--- config.mk ---
export PLATFORM = sky130hd
export DESIGN_NAME = seven_seg_scan_driver
export DESIGN_NICKNAME = d
export VERILOG_FILES = /design/src/rtl/seven_seg_scan_driver.sv
export SDC_FILE = /design/constraint.sdc
export NUM_CORES = 1
export LEC_CHECK = 0
export CAP_MARGIN = 10
export CORE_ASPECT_RATIO = 0.75
export CORE_MARGIN = 2
export CORE_UTILIZATION = 30
export DETAILED_ROUTE_END_ITERATION = 10
export PLACE_DENSITY_LB_ADDON = 0.08
export SLEW_MARGIN = 20
export SYNTH_ARGS = -nofsm -noshare
export SYNTH_HDL_FRONTEND = slang
export SYNTH_SLANG_ARGS = --single-unit
--- constraint.sdc ---
create_clock -name CLK -period 3.64 [get_ports CLK]
set_input_delay 0.364 -clock CLK [delete_from_list [all_inputs] [get_ports CLK]]
set_output_delay 0.364 -clock CLK [all_outputs]
set_load 0.05 [all_outputs]
--- src/rtl/seven_seg_scan_driver.sv ---
// seven_seg_scan_driver
//
// Time-multiplexed driver for N common-anode seven-segment digits on one
// shared 8-bit active-low segment bus. Digits are scanned round-robin; each
// slot starts with GUARD all-dark cycles to suppress ghosting. A shadow
// register holds the displayed snapshot and only changes at a frame
// boundary, so one frame never mixes two loaded values.
//
// Ports:
//   CLK       clock, all state on rising edge
//   RST_N     synchronous reset, active low
//   D         hex nibbles, digit i = D[4i+3:4i] (digit 0 least significant)
//   DP        decimal point request per digit (1 = lit)
//   EN        digit enable (0 = digit dark for its whole slot)
//   BLANK_LZ  leading-zero blanking enable
//   LOAD      one-cycle strobe capturing D/DP/EN/BLANK_LZ
//   SEG       active-low segments {g,f,e,d,c,b,a,dp}
//   AN        digit select, active level set by AN_ACTIVE_LOW
//   FRAME     one-cycle pulse when outputs belong to slot 0, cycle 0
module seven_seg_scan_driver #(
  parameter int unsigned N_DIGITS      = 4,
  parameter int unsigned CLK_DIV       = 1000,
  parameter int unsigned GUARD         = 4,
  parameter bit          AN_ACTIVE_LOW = 1'b1
) (
  input  logic                  CLK,
  input  logic                  RST_N,
  input  logic [4*N_DIGITS-1:0] D,
  input  logic [N_DIGITS-1:0]   DP,
  input  logic [N_DIGITS-1:0]   EN,
  input  logic                  BLANK_LZ,
  input  logic                  LOAD,
  output logic [7:0]            SEG,
  output logic [N_DIGITS-1:0]   AN,
  output logic                  FRAME
);

  localparam int unsigned CW = (CLK_DIV > 1) ? $clog2(CLK_DIV) : 1;
  localparam int unsigned IW = (N_DIGITS > 1) ? $clog2(N_DIGITS) : 1;

  localparam logic [CW-1:0]       CNT_LAST  = CW'(CLK_DIV - 1);
  localparam logic [CW-1:0]       GUARD_CNT = CW'(GUARD);
  localparam logic [IW-1:0]       IDX_LAST  = IW'(N_DIGITS - 1);
  localparam logic [N_DIGITS-1:0] AN_OFF    = AN_ACTIVE_LOW ? {N_DIGITS{1'b1}} : {N_DIGITS{1'b0}};

  // Active-low a..g pattern, returned as SEG[7:1] = {g,f,e,d,c,b,a}.
  function automatic logic [6:0] glyph(input logic [3:0] nib);
    logic [6:0] g;
    case (nib)
      4'h0:    g = 7'b1000000;
      4'h1:    g = 7'b1111001;
      4'h2:    g = 7'b0100100;
      4'h3:    g = 7'b0110000;
      4'h4:    g = 7'b0011001;
      4'h5:    g = 7'b0010010;
      4'h6:    g = 7'b0000010;
      4'h7:    g = 7'b1111000;
      4'h8:    g = 7'b0000000;
      4'h9:    g = 7'b0010000;
      4'hA:    g = 7'b0001000;
      4'hB:    g = 7'b0000011;
      4'hC:    g = 7'b1000110;
      4'hD:    g = 7'b0100001;
      4'hE:    g = 7'b0000110;
      default: g = 7'b0001110;
    endcase
    return g;
  endfunction

  // Scan counters
  logic [CW-1:0] cnt_q;
  logic [IW-1:0] idx_q;

  // Displayed snapshot
  logic [4*N_DIGITS-1:0] sh_val_q;
  logic [N_DIGITS-1:0]   sh_dp_q;
  logic [N_DIGITS-1:0]   sh_en_q;
  logic                  sh_blz_q;

  // Load waiting for the next frame boundary
  logic [4*N_DIGITS-1:0] pd_val_q;
  logic [N_DIGITS-1:0]   pd_dp_q;
  logic [N_DIGITS-1:0]   pd_en_q;
  logic                  pd_blz_q;
  logic                  pend_valid_q;

  logic [7:0]          seg_q;
  logic [N_DIGITS-1:0] an_q;
  logic                frame_q;

  logic slot_end;
  logic frame_end;

  assign slot_end  = (cnt_q == CNT_LAST);
  assign frame_end = slot_end && (idx_q == IDX_LAST);

  // Leading-zero run walks down from the top digit; a zero nibble with its
  // DP lit ends the run, and digit 0 is never part of it.
  logic [N_DIGITS-1:0] lz_blank;

  always_comb begin
    logic run;
    lz_blank = '0;
    run      = sh_blz_q;
    for (int i = N_DIGITS - 1; i >= 1; i--) begin
      run         = run & (sh_val_q[4*i +: 4] == 4'h0) & ~sh_dp_q[i];
      lz_blank[i] = run;
    end
  end

  // Fields of the digit selected by idx, plus its one-hot anode.
  logic [3:0]          cur_nib;
  logic                cur_dp;
  logic                cur_en;
  logic                cur_lz;
  logic [N_DIGITS-1:0] cur_onehot;

  always_comb begin
    cur_nib    = 4'h0;
    cur_dp     = 1'b0;
    cur_en     = 1'b0;
    cur_lz     = 1'b0;
    cur_onehot = '0;
    for (int i = 0; i < N_DIGITS; i++) begin
      if (idx_q == IW'(i)) begin
        cur_nib       = sh_val_q[4*i +: 4];
        cur_dp        = sh_dp_q[i];
        cur_en        = sh_en_q[i];
        cur_lz        = lz_blank[i];
        cur_onehot[i] = 1'b1;
      end
    end
  end

  // Output function of the current cnt/idx/shadow, registered below.
  logic [7:0]          seg_n;
  logic [N_DIGITS-1:0] an_n;
  logic                frame_n;

  always_comb begin
    seg_n   = 8'hFF;
    an_n    = AN_OFF;
    frame_n = (cnt_q == '0) && (idx_q == '0);
    if ((cnt_q >= GUARD_CNT) && cur_en) begin
      seg_n = {(cur_lz ? 7'h7F : glyph(cur_nib)), ~cur_dp};
      an_n  = AN_ACTIVE_LOW ? ~cur_onehot : cur_onehot;
    end
  end

  always_ff @(posedge CLK) begin
    if (!RST_N) begin
      cnt_q        <= '0;
      idx_q        <= '0;
      sh_val_q     <= '0;
      sh_dp_q      <= '0;
      sh_en_q      <= '0;
      sh_blz_q     <= 1'b0;
      pd_val_q     <= '0;
      pd_dp_q      <= '0;
      pd_en_q      <= '0;
      pd_blz_q     <= 1'b0;
      pend_valid_q <= 1'b0;
      seg_q        <= 8'hFF;
      an_q         <= AN_OFF;
      frame_q      <= 1'b0;
    end else begin
      cnt_q <= slot_end ? '0 : cnt_q + 1'b1;
      if (slot_end) begin
        idx_q <= (idx_q == IDX_LAST) ? '0 : idx_q + 1'b1;
      end

      if (frame_end) begin
        // A LOAD landing on the boundary itself bypasses pending.
        if (LOAD) begin
          sh_val_q <= D;
          sh_dp_q  <= DP;
          sh_en_q  <= EN;
          sh_blz_q <= BLANK_LZ;
        end else if (pend_valid_q) begin
          sh_val_q <= pd_val_q;
          sh_dp_q  <= pd_dp_q;
          sh_en_q  <= pd_en_q;
          sh_blz_q <= pd_blz_q;
        end
        pend_valid_q <= 1'b0;
      end else if (LOAD) begin
        pd_val_q     <= D;
        pd_dp_q      <= DP;
        pd_en_q      <= EN;
        pd_blz_q     <= BLANK_LZ;
        pend_valid_q <= 1'b1;
      end

      seg_q   <= seg_n;
      an_q    <= an_n;
      frame_q <= frame_n;
    end
  end

  assign SEG   = seg_q;
  assign AN    = an_q;
  assign FRAME = frame_q;

endmodule

# After elaboration in Yosys (flattened, before gate mapping)
# Memory sizes are Yosys's and may differ from the RTL's. A register that Yosys moved wholly into a read port is not among the register bits.
# Index checks and enable logic that the tools add are counted.
dict set report word_totals {
  in_bits 28
  romBits 112
  reg_bits 69
  mem_count 1
}
# memory depth word_bits rd rd_clocked_by_memory_dff write_ports line
set mem_list {}
lappend mem_list {{(no name shown)} 16 7 1 1 0 49} ;# case (nib)
dict set report classes {
  n_eq_ne 4
  reduce_logical 15
  addsub 2
  magnitude_cmp 1
  muxes 28
  bitwise_logic 14
}
# cell count
set op_table {}
lappend op_table {{16-bit two-way mux} 2}
lappend op_table {{4-bit two-way mux} 8}
lappend op_table {{1-bit two-way mux} 17}
lappend op_table {{4-bit logical NOT} 3}
lappend op_table {{10-bit by 1-bit adder with 10-bit output, second input constant} 1}
lappend op_table {{10-bit == test, second input constant} 1}
lappend op_table {{10-bit by 3-bit >= comparator with 1-bit output, second input constant} 1}
lappend op_table {{10-bit logical NOT} 1}
lappend op_table {{1-bit NOT} 7}
lappend op_table {{1-bit bitwise AND} 6}
lappend op_table {{2-bit AND reduction} 3}
lappend op_table {{2-bit == test, second input constant} 2}
lappend op_table {{4-bit NOT} 1}
lappend op_table {{2-bit OR reduction} 2}
lappend op_table {{1-bit logical AND} 3}
lappend op_table {{3-bit OR reduction} 1}
lappend op_table {{2-bit by 1-bit adder with 2-bit output, second input constant} 1}
lappend op_table {{2-bit by 1-bit == test with 1-bit output, second input constant} 1}
lappend op_table {{2-bit logical NOT} 1}
lappend op_table {{2-bit two-way mux} 1}
lappend op_table {{2-bit nonzero test} 1}

# Longest topological paths before layout
# Gate-level depths: netlist of the first run.
dict set report depth {
  depth_word 11
  ltp_mapped 10
  mapped_depth_nobuf 9
}

# Worst setup path before layout of the first run
# OpenSTA, ideal clock, no wires.
dict set report synth_path {
  kind {register -> register}
  from {register idx_q[0]}
  to {register seg_q[4], in the netlist SEG[4]}
  t_arrival_ns 2.305
  n_path_buf 2
  required_time_ns 3.504
  period_less_slack_ns 2.441
  setup_time_ns 0.136
  setup_slack_ns 1.199
  path_stages_with_launch 11
  cell_sequence {dfxtp_1 ha_1 buf_2 buf_4 a211oi_1 a221oi_1 inv_1 ha_1 nor2_1 a211oi_1 o21ai_1}
}
dict set report synth_between {
  elab_chain_cells 8
  word_cells_on_any_way 18
}
# item line
set synth_rtl {}
lappend synth_rtl {{start, declared} 72} ;# logic [IW-1:0] idx_q;
lappend synth_rtl {{start signal, assigned} 169} ;# idx_q <= (idx_q == IDX_LAST) ? '0 : idx_q + 1'b1;
lappend synth_rtl {{2-bit logical NOT} 125} ;# if (idx_q == IW'(i)) begin
lappend synth_rtl {{1-bit two-way mux (4 in series)} 125}
lappend synth_rtl {{1-bit logical AND} 144} ;# if ((cnt_q >= GUARD_CNT) && cur_en) begin
lappend synth_rtl {{1-bit NOT (no source line)} -}
lappend synth_rtl {{3-bit OR reduction (no source line)} -}
lappend synth_rtl {{end, declared} 87} ;# logic [7:0] seg_q;
# Several ways; a longest one is shown, not always the timed one.
# A chain may end at the register's enable or synchronous reset.

# Worst setup path after layout of the first run
# Same ends and word-level chain as after synthesis.

==> flow_summary.toml, run 1 <==
[pwr]
sequentialPowerShare_pct = 44.2
p_comb_share_pct = 7.1
sw_frac_of_total_pct = 21.7
switchingPower_uw = 423
p_int_uw = 1530
clockPowerShare_pct = 48.8
ir_drop_uv = 219
power.density_mw_per_mm2 = 425
leakage_uw = 0.00167

[clock_network]
root_buffer = "clkbuf_16"
hold_buffers = 0
cts_setup_buffers = 0
insertion_delay_ns = 0.34
clkSlewWorstSetupHoldPaths_ns = 0.06
cts_max_level = 3
clock_path_buffers = 2
cts_resized = 0
cts_tree = "built"
cts_buffers = 9
clock-sinks = 76

[synth]
syn_inst = 430
synth_area_leaders = "dfxtp_1 40%, nand2_1 11%, mux2_2 6.3%"
synth_seq_cells = 76
synthesis.area_mm2 = 0.00377
ys_types = 49
yosysWarnings = 0
synth-main-ff-cell = "dfxtp_1"
ys_async_sr_fraction_pct = 0
synth_top_area_share_pct = 40.4
synth-seq-area-share_pct = 40.4
synthTopCellsByCount = "112 x nand2_1, 76 x dfxtp_1, 31 x nor2_1, 22 x a21boi_0, 21 x mux2_2"
synth-edff-count = 0
avgSynthCellArea_um2 = 8.76
yosys.area.top_type = "dfxtp_1"
synth_nets = 470
synth_most_common_cell = "nand2_1"

[critical_path]
r2r_slack_ns = 0.96
cpLargestDelayFamily = "adder cells"
crit_buf_inv = 2
r2r_cells = 9
critPathSlowestCell = "ha_1"
cp-end-kind = "flip-flop"
cp_cell_sequence = "ha_1 -> a211oi_1 -> a221oi_1 -> buf_4 -> inv_1 -> ha_1 -> nor2_1 -> a211oi_1 -> o21ai_1"
cp_max_fo = 22
worstSetupStartpointType = "flip-flop"
criticalPathCategory = "reg2reg"
critPathLaunch = "idx_q[0]"
cp_data_required_time_ns = 3.84
cp_slowest_stage_delay_ns = 0.67
r2r-start = "idx_q[0]"
r2r_end = "SEG[4]"
cp_data_arrival_time_ns = 2.88

[place]
gp_congestion = 0.821
io_buffers = 40
hpwlAfterDp_um = 6040

[outcome]
status = "completed"

[job]
drv_cap = 0

[die]
dieHeight_um = 101
die_w_um = 133
std_cell_rows = 35
start_util_pct = 30.7
io_pins = 41
die_area_mm2 = 0.0135
design.core.area_mm2 = 0.0123

[routing]
ant_nets = 0
drt_first_pass_iters = 4
vias = 2939
routedWlPerCell_um = 14.1
drc = 0
routed_wl_um = 8890
viasPerCell = 4.65
initialDrtViolationCount = 183

[grt]
antenna_found_initial = 0
grt_usage_pct = 14.4
grt_max_degree = 58
grt_overflow = 0
grt_pass1_vias = 2790
grt_first_pass_wirelength_um = 15000

[hold_path]
hp-start = "sh_val_q[3]"
holdPathStages = 2
holdPathEnd = "sh_val_q[3]"
hp-class = "reg2reg"

[sta]
fin_crit_ns = 2.68
max_freq_mhz = 373
whs_ns = 0.457
clock_skew_ns = 0.00895
maxSlewHeadroom_pct = 44.6
setup_viol = 0
slew_violations = 0
hold_viol_final = 0
rsz0062_at_grt = "false"
finalCritPeriodShare_pct = 73.6
setup_tns_ns = 0
worst_pin_slew_ns = 0.831

[finish]
fin_util_pct = 37.4
num-nets-final = 501
drive_above_1_share_pct = 14.8
syn_to_final_growth_pct = 21.9
n_antenna_cell = 0
flip-flops by register name, summed over array words and instances, names as in the netlist:
name	cells
pd_val_q	16
sh_blz_q	1
sh_val_q	16
sh_dp_q	4
pd_blz_q	1
sh_en_q	4
SEG	8
idx_q	2
pd_dp_q	4
cnt_q	10
pend_valid_q	1
pd_en_q	4
FRAME	1
AN	4
layout make-up:
type | count | area [µm²]
Clock buffer | 13 | 280
Inverter | 12 | 45.0
Sequential cell | 76 | 1520
Fill cell | 1267 | 7670
Clock inverter | 3 | 42.5
Multi-Input combinational cell | 317 | 2060
Tap cell | 166 | 208
Timing Repair Buffer | 45 | 438
worst min-delay path, delay by kind of cell (launching register included):
kind	cells	cell delay, ns
and+or+nand+nor	1	0.05
DFF	1	0.31
AOI/OAI and AO/OA	1	0.05
power groups by stage:
stage               registers [µW]  logic (µW)  clock network [µW]
finish                         863         138                 952
global route                   865         152                1020
CTS                            862         141                 979
detailed placement             881         140                   0
global placement               880         139                   0
floorplan                      882        82.1                   0
cells by family after synthesis:
logic type | count (synthesis) | synth area share, %
muxes | 25 | 7.34
AOI/OAI and AO/OA | 86 | 19.1
xor gates and xnor gates | 8 | 1.86
DFF | 76 | 40.4
buffers and inverters | 37 | 5.15
and+or+nand+nor | 186 | 22.2
adders and majority gates | 12 | 3.99
metrics by stage:
stage          instance area, µm²  setup WS [ns]  instances  power, µW
2_1_floorplan                3770           1.20        430        965
3_3_place_gp                 4270           1.05        616       1020
3_5_place_dp                 4270          0.953        616       1020
4_1_cts                      4590          0.947        632       1980
5_1_grt                      4590          0.657        632       2030
6_report                     4590          0.961        632       1950
layout by cell type, fill, tap and decap left out, drive strengths merged, types with 5 or more instances in the layout:
master / n
dfxtp: 76
o21a: 5
nor2: 31
nand2: 112
a21boi: 49
nand3: 10
mux2: 21
o21ai: 6
inv: 12
ha: 12
nor3: 6
buf: 5
clkdlybuf4s50: 40
clkbuf: 13
a21oi: 7
a211oi: 5
nand3b: 6
routing by layer:
layer	part of all wire, %	track usage, %	up-vias	wire length, µm
met3	5.2	4.42	17	465
met4	2.4	6.22	0	214
li1	-	-	1529	-
met1	53	20.5	1328	4700
met2	39	19.9	65	3510
met5	0	0	-	0
worst max-delay path by stage:
stage / endpoint / slack, ns / cells after the start
3_5_place_dp: SEG[3] / 0.95 / 7
5_1_grt: SEG[3] / 0.66 / 7
3_3_place_gp: SEG[3] / 1.05 / 7
4_1_cts: SEG[3] / 0.95 / 7
2_1_floorplan: SEG[4] / 1.20 / 10
6_report: SEG[4] / 0.96 / 9
Note: power is estimated with default switching activity, not from simulation.
==> run 2, diff against run 1 <==
- clock period: 3.64 -> 2.56 ns (I/O delays scaled with it)
==> flow_summary.toml, run 2 (same netlist as run 1, synthesis figures left out) <==
[outcome]
status = "completed"

[sta]
hold_viol_final = 0
setup_viol = 0
clock_skew_ns = 0.00880
max_freq_mhz = 426
maxSlewHeadroom_pct = 42.2
setup_tns_ns = 0
slew_violations = 0
finalCritPeriodShare_pct = 91.6
worst_pin_slew_ns = 0.868
rsz0062_at_grt = "false"
fin_crit_ns = 2.35
setup_ws_ns = 0.214

[clock_network]
clock-sinks = 76
cts_max_level = 3
cts_tree = "built"
cts_setup_buffers = 0
hold_buffers = 0
cts_buffers = 9
clkSlewWorstSetupHoldPaths_ns = 0.06
root_buffer = "clkbuf_16"
clock_path_buffers = 2
insertion_delay_ns = 0.33

[place]
placed_area_mm2 = 0.00434
post-place-cells = 624
io_buffers = 40
place_ws_ns = 0.193
gp_congestion = 0.795
hpwlAfterDp_um = 6290

[finish]
drive_above_1_share_pct = 16.3
syn_to_final_growth_pct = 23.9
nFillCells = 1296
mostFrequentLayoutCell = "nand2_1"
layoutNonFillerInstCount = 639
reg_top3 = "pd_val_q (16), sh_val_q (16), cnt_q (10)"
mostFrequentLayoutCells = "112 x nand2_1, 76 x dfxtp_1, 40 x clkdlybuf4s50_1, 31 x nor2_1, 22 x a21boi_0"
num-nets-final = 509
n_antenna_cell = 0
design_area_mm2 = 0.00467

[pwr]
leakage_uw = 0.00171
ir_drop_uv = 359
finalPower_uw = 2800
power.density_mw_per_mm2 = 600

[routing]
routedWlPerCell_um = 13.8
routed_wl_um = 8820
drt_first_pass_iters = 6
initialDrtViolationCount = 146
vias = 3009
viasPerCell = 4.71
ant_nets = 0
drc = 0

[grt]
grt_max_degree = 32
grt_pass1_vias = 2915
grt_first_pass_wirelength_um = 15000
grt_overflow = 0
grt_usage_pct = 14.2
antenna_found_initial = 0

[hold_path]
hp-class = "reg2reg"
holdPathEnd = "pd_val_q[15]"
hp-start = "pd_val_q[15]"
holdPathStages = 2

[die]
die_area_mm2 = 0.0135
io_pins = 41
std_cell_rows = 35
die_w_um = 133
dieHeight_um = 101
start_util_pct = 30.7
design.core.area_mm2 = 0.0123

[job]
drv_cap = 0

[critical_path]
cp-end-kind = "flip-flop"
criticalPathCategory = "reg2reg"
r2r_cells = 8
cp_data_arrival_time_ns = 2.56
r2r-start = "idx_q[0]"
cp_max_fo = 12
worstSetupStartpointType = "flip-flop"
r2r_end = "SEG[3]"
cp_data_required_time_ns = 2.77
r2r_slack_ns = 0.21
[run 2: cell count changes in the layout (fill, tap and decap cells not counted)]
| cell | delta |
|---|---|
| buf_4 | +7 |
| clkbuf_8 | -2 |
| buf_12 | +1 |
| bufinv_16 | +1 |
| ha_1 | -1 |
| ha_2 | +1 |
[run 2: layout make-up]
type,count,area [µm²],area share (%)
multi-input combinational,317,2060,44.1
sequential,76,1520,32.6
timing repair buffer,53,510,10.9
clock buffer,11,253,5.41
tap,166,208,4.45
clock inverter,4,72.6,1.55
inverter,12,45.0,0.965
[run 2: how the worst max path moves through the flow]
stage	endpoint	start	slack, ns
6_report	SEG[3]	idx_q[0]	0.21
3_5_place_dp	SEG[3]	idx_q[1]	0.19
2_1_floorplan	SEG[4]	idx_q[0]	0.12
4_1_cts	SEG[3]	idx_q[1]	0.17
3_3_place_gp	SEG[3]	idx_q[0]	0.30
5_1_grt	SEG[3]	idx_q[0]	0.08
[run 2: stage by stage]
step,util [%],hold slack [ns]
finish,38.1,0.460
detailed placement,35.4,0.452
global route,38.1,0.479
floorplan,-,0.401
CTS,38.1,0.464
global placement,35.4,0.447
[run 2: layer usage]
metal,share of wire [%],track usage [%],wire length (µm),vias to the layer above
li1,-,-,-,1540
met1,52,19.7,4570,1416
met2,43,22.1,3800,49
met3,4.1,3.47,361,4
met4,0.88,4.17,78,0
met5,0,0,0,-
[run 2: power breakdown]
group / total (µW) / leakage (µW) / internal (µW) / switching (µW)
Combinational: 200 / 0.000935 / 109 / 90.6
Clock: 1380 / 0.000158 / 899 / 478
Sequential: 1230 / 0.000619 / 1210 / 14.9
[run 2: critical path: stages, from the launching register on]
cell and delay, ns:
dfxtp_1 0.39, inv_1 0.10, ha_1 0.23, buf_4 0.18
a211oi_1 0.21, a221o_1 0.32, inv_1 0.15, ha_1 0.27
o311ai_0 0.38
[run 2: what timing repair did]
| item | 4_1_cts | 5_1_grt |
|---|---|---|
| hold endpoints to repair | 0 | 0 |
| gates resized for setup | 0 | 1 |
| endpoints found under the setup margin | 0 | 1 |
==> run 3, diff against run 2 <==
- CORE_UTILIZATION: 30 -> 56
- REMOVE_ABC_BUFFERS: not set -> 1
==> flow_summary.toml, run 3 (same netlist as run 1, synthesis figures left out) <==
[grt]
grt_first_pass_wirelength_um = 13500
grt_usage_pct = 23.5
grt_pass1_vias = 2900
grt_overflow = 0
antenna_found_initial = 0
grt_max_degree = 58

[sta]
hold_viol_final = 0
rsz0062_at_grt = "false"
finalCritPeriodShare_pct = 89.2
setup_viol = 0
slew_violations = 0
clock_skew_ns = 0.00529
maxSlewHeadroom_pct = 44.9
worst_pin_slew_ns = 0.827
max_freq_mhz = 438
fin_crit_ns = 2.28
setup_tns_ns = 0

[job]
drv_cap = 0

[place]
hpwlAfterDp_um = 5530
io_buffers = 40
post-place-cells = 535
gp_congestion = 0.891

[critical_path]
cp_max_fo = 14
cp_data_required_time_ns = 2.85
critPathSlowestCell = "a221o_1"
crit_buf_inv = 2
cp-end-kind = "flip-flop"
cp_slowest_stage_delay_ns = 0.41
cp_cell_sequence = "inv_1 -> ha_1 -> nand3b_1 -> a221o_1 -> inv_1 -> ha_1 -> nand2_1 -> and3_1 -> o21ai_1"
criticalPathCategory = "reg2reg"
worstSetupStartpointType = "flip-flop"
cpLargestDelayFamily = "adder cells"
cp_data_arrival_time_ns = 2.57

[pwr]
ir_drop_uv = 403
leakage_uw = 0.00164
power.density_mw_per_mm2 = 546

[finish]
layoutNonFillerInstCount = 551
fin_util_pct = 69.1
reg_top3 = "pd_val_q (16), sh_val_q (16), cnt_q (10)"
num-nets-final = 505
mostFrequentLayoutCell = "nand2_1"
syn_to_final_growth_pct = 17.5
drive_above_1_share_pct = 16.0
n_antenna_cell = 0
mostFrequentLayoutCells = "112 x nand2_1, 76 x dfxtp_1, 40 x clkdlybuf4s50_1, 31 x nor2_1, 22 x a21boi_0"

[clock_network]
root_buffer = "clkbuf_8"
cts_max_level = 3
insertion_delay_ns = 0.35
clkSlewWorstSetupHoldPaths_ns = 0.08
clock-sinks = 76
cts_buffers = 9
clock_path_buffers = 2
cts_tree = "built"

[routing]
drc = 0
routedWlPerCell_um = 14.9
vias = 3058
ant_nets = 0
drt_first_pass_iters = 5
routed_wl_um = 8220
initialDrtViolationCount = 190
viasPerCell = 5.55

[die]
start_util_pct = 58.8
die_w_um = 98.7
std_cell_rows = 25
die_area_mm2 = 0.00741
design.core.area_mm2 = 0.00641
io_pins = 41
dieHeight_um = 75.0

[hold_path]
hp-class = "reg2reg"

[outcome]
status = "completed"
-- run 3: worst reg2reg max path, delay by kind of cell (launching register included) --
kind	cells	cell delay (ns)
simple gates	3	0.48
flops	1	0.39
fa+ha+maj	2	0.61
buf+inv	2	0.25
compound gates	2	0.51
-- run 3: repair_timing --
item	CTS	global route
gates resized for setup	0	3
buffers inserted	0	0
hold buffers	0	0
endpoints found under the setup margin	0	3
-- run 3: per-layer routing --
layer | global-route usage (%) | wire, µm | vias to the layer above
met4 | 7.46 | 148 | 0
met2 | 39.4 | 3640 | 101
met5 | 0 | 0 | -
li1 | - | - | 1530
met1 | 30.0 | 3840 | 1411
met3 | 6.87 | 595 | 16
-- run 3: report_power, final --
part	leakage, µW	internal, µW	switching, µW
logic	0.000915	106	89.2
clock network	0.000102	549	449
registers	0.000619	1210	16.6
total	0.00164	1860	555
-- run 3: path summary, 6_finish.rpt --
kind | to | slack, ns | cells after the start | startpoint
setup reg to reg | SEG[4] | 0.28 | 9 | idx_q[1]
hold reg to reg | pd_val_q[3] | 0.46 | 2 | pd_val_q[3]
setup / recovery | SEG[4] | 0.28 | 9 | idx_q[1]
hold / removal | pd_val_q[3] | 0.46 | 2 | pd_val_q[3]
-- run 3: through the flow --
step	cell area (µm²)	hold WS, ns	setup slack (ns)	total power (µW)
finish	4430	0.464	0.277	2420
CTS	4420	0.463	0.124	2440
global placement	4190	0.440	0.237	1440
detailed placement	4200	0.456	0.146	1450
global route	4430	0.478	0.0688	2510
floorplan	3620	0.373	0.122	1350
-- run 3: area by class of cell --
class	instances	area, µm²
multi-input combinational	317	2080
tap	81	101
inverter	12	45.0
clock buffer	10	128
fill	519	1980
clock inverter	6	88.8
timing repair buffer	49	468
sequential	76	1520
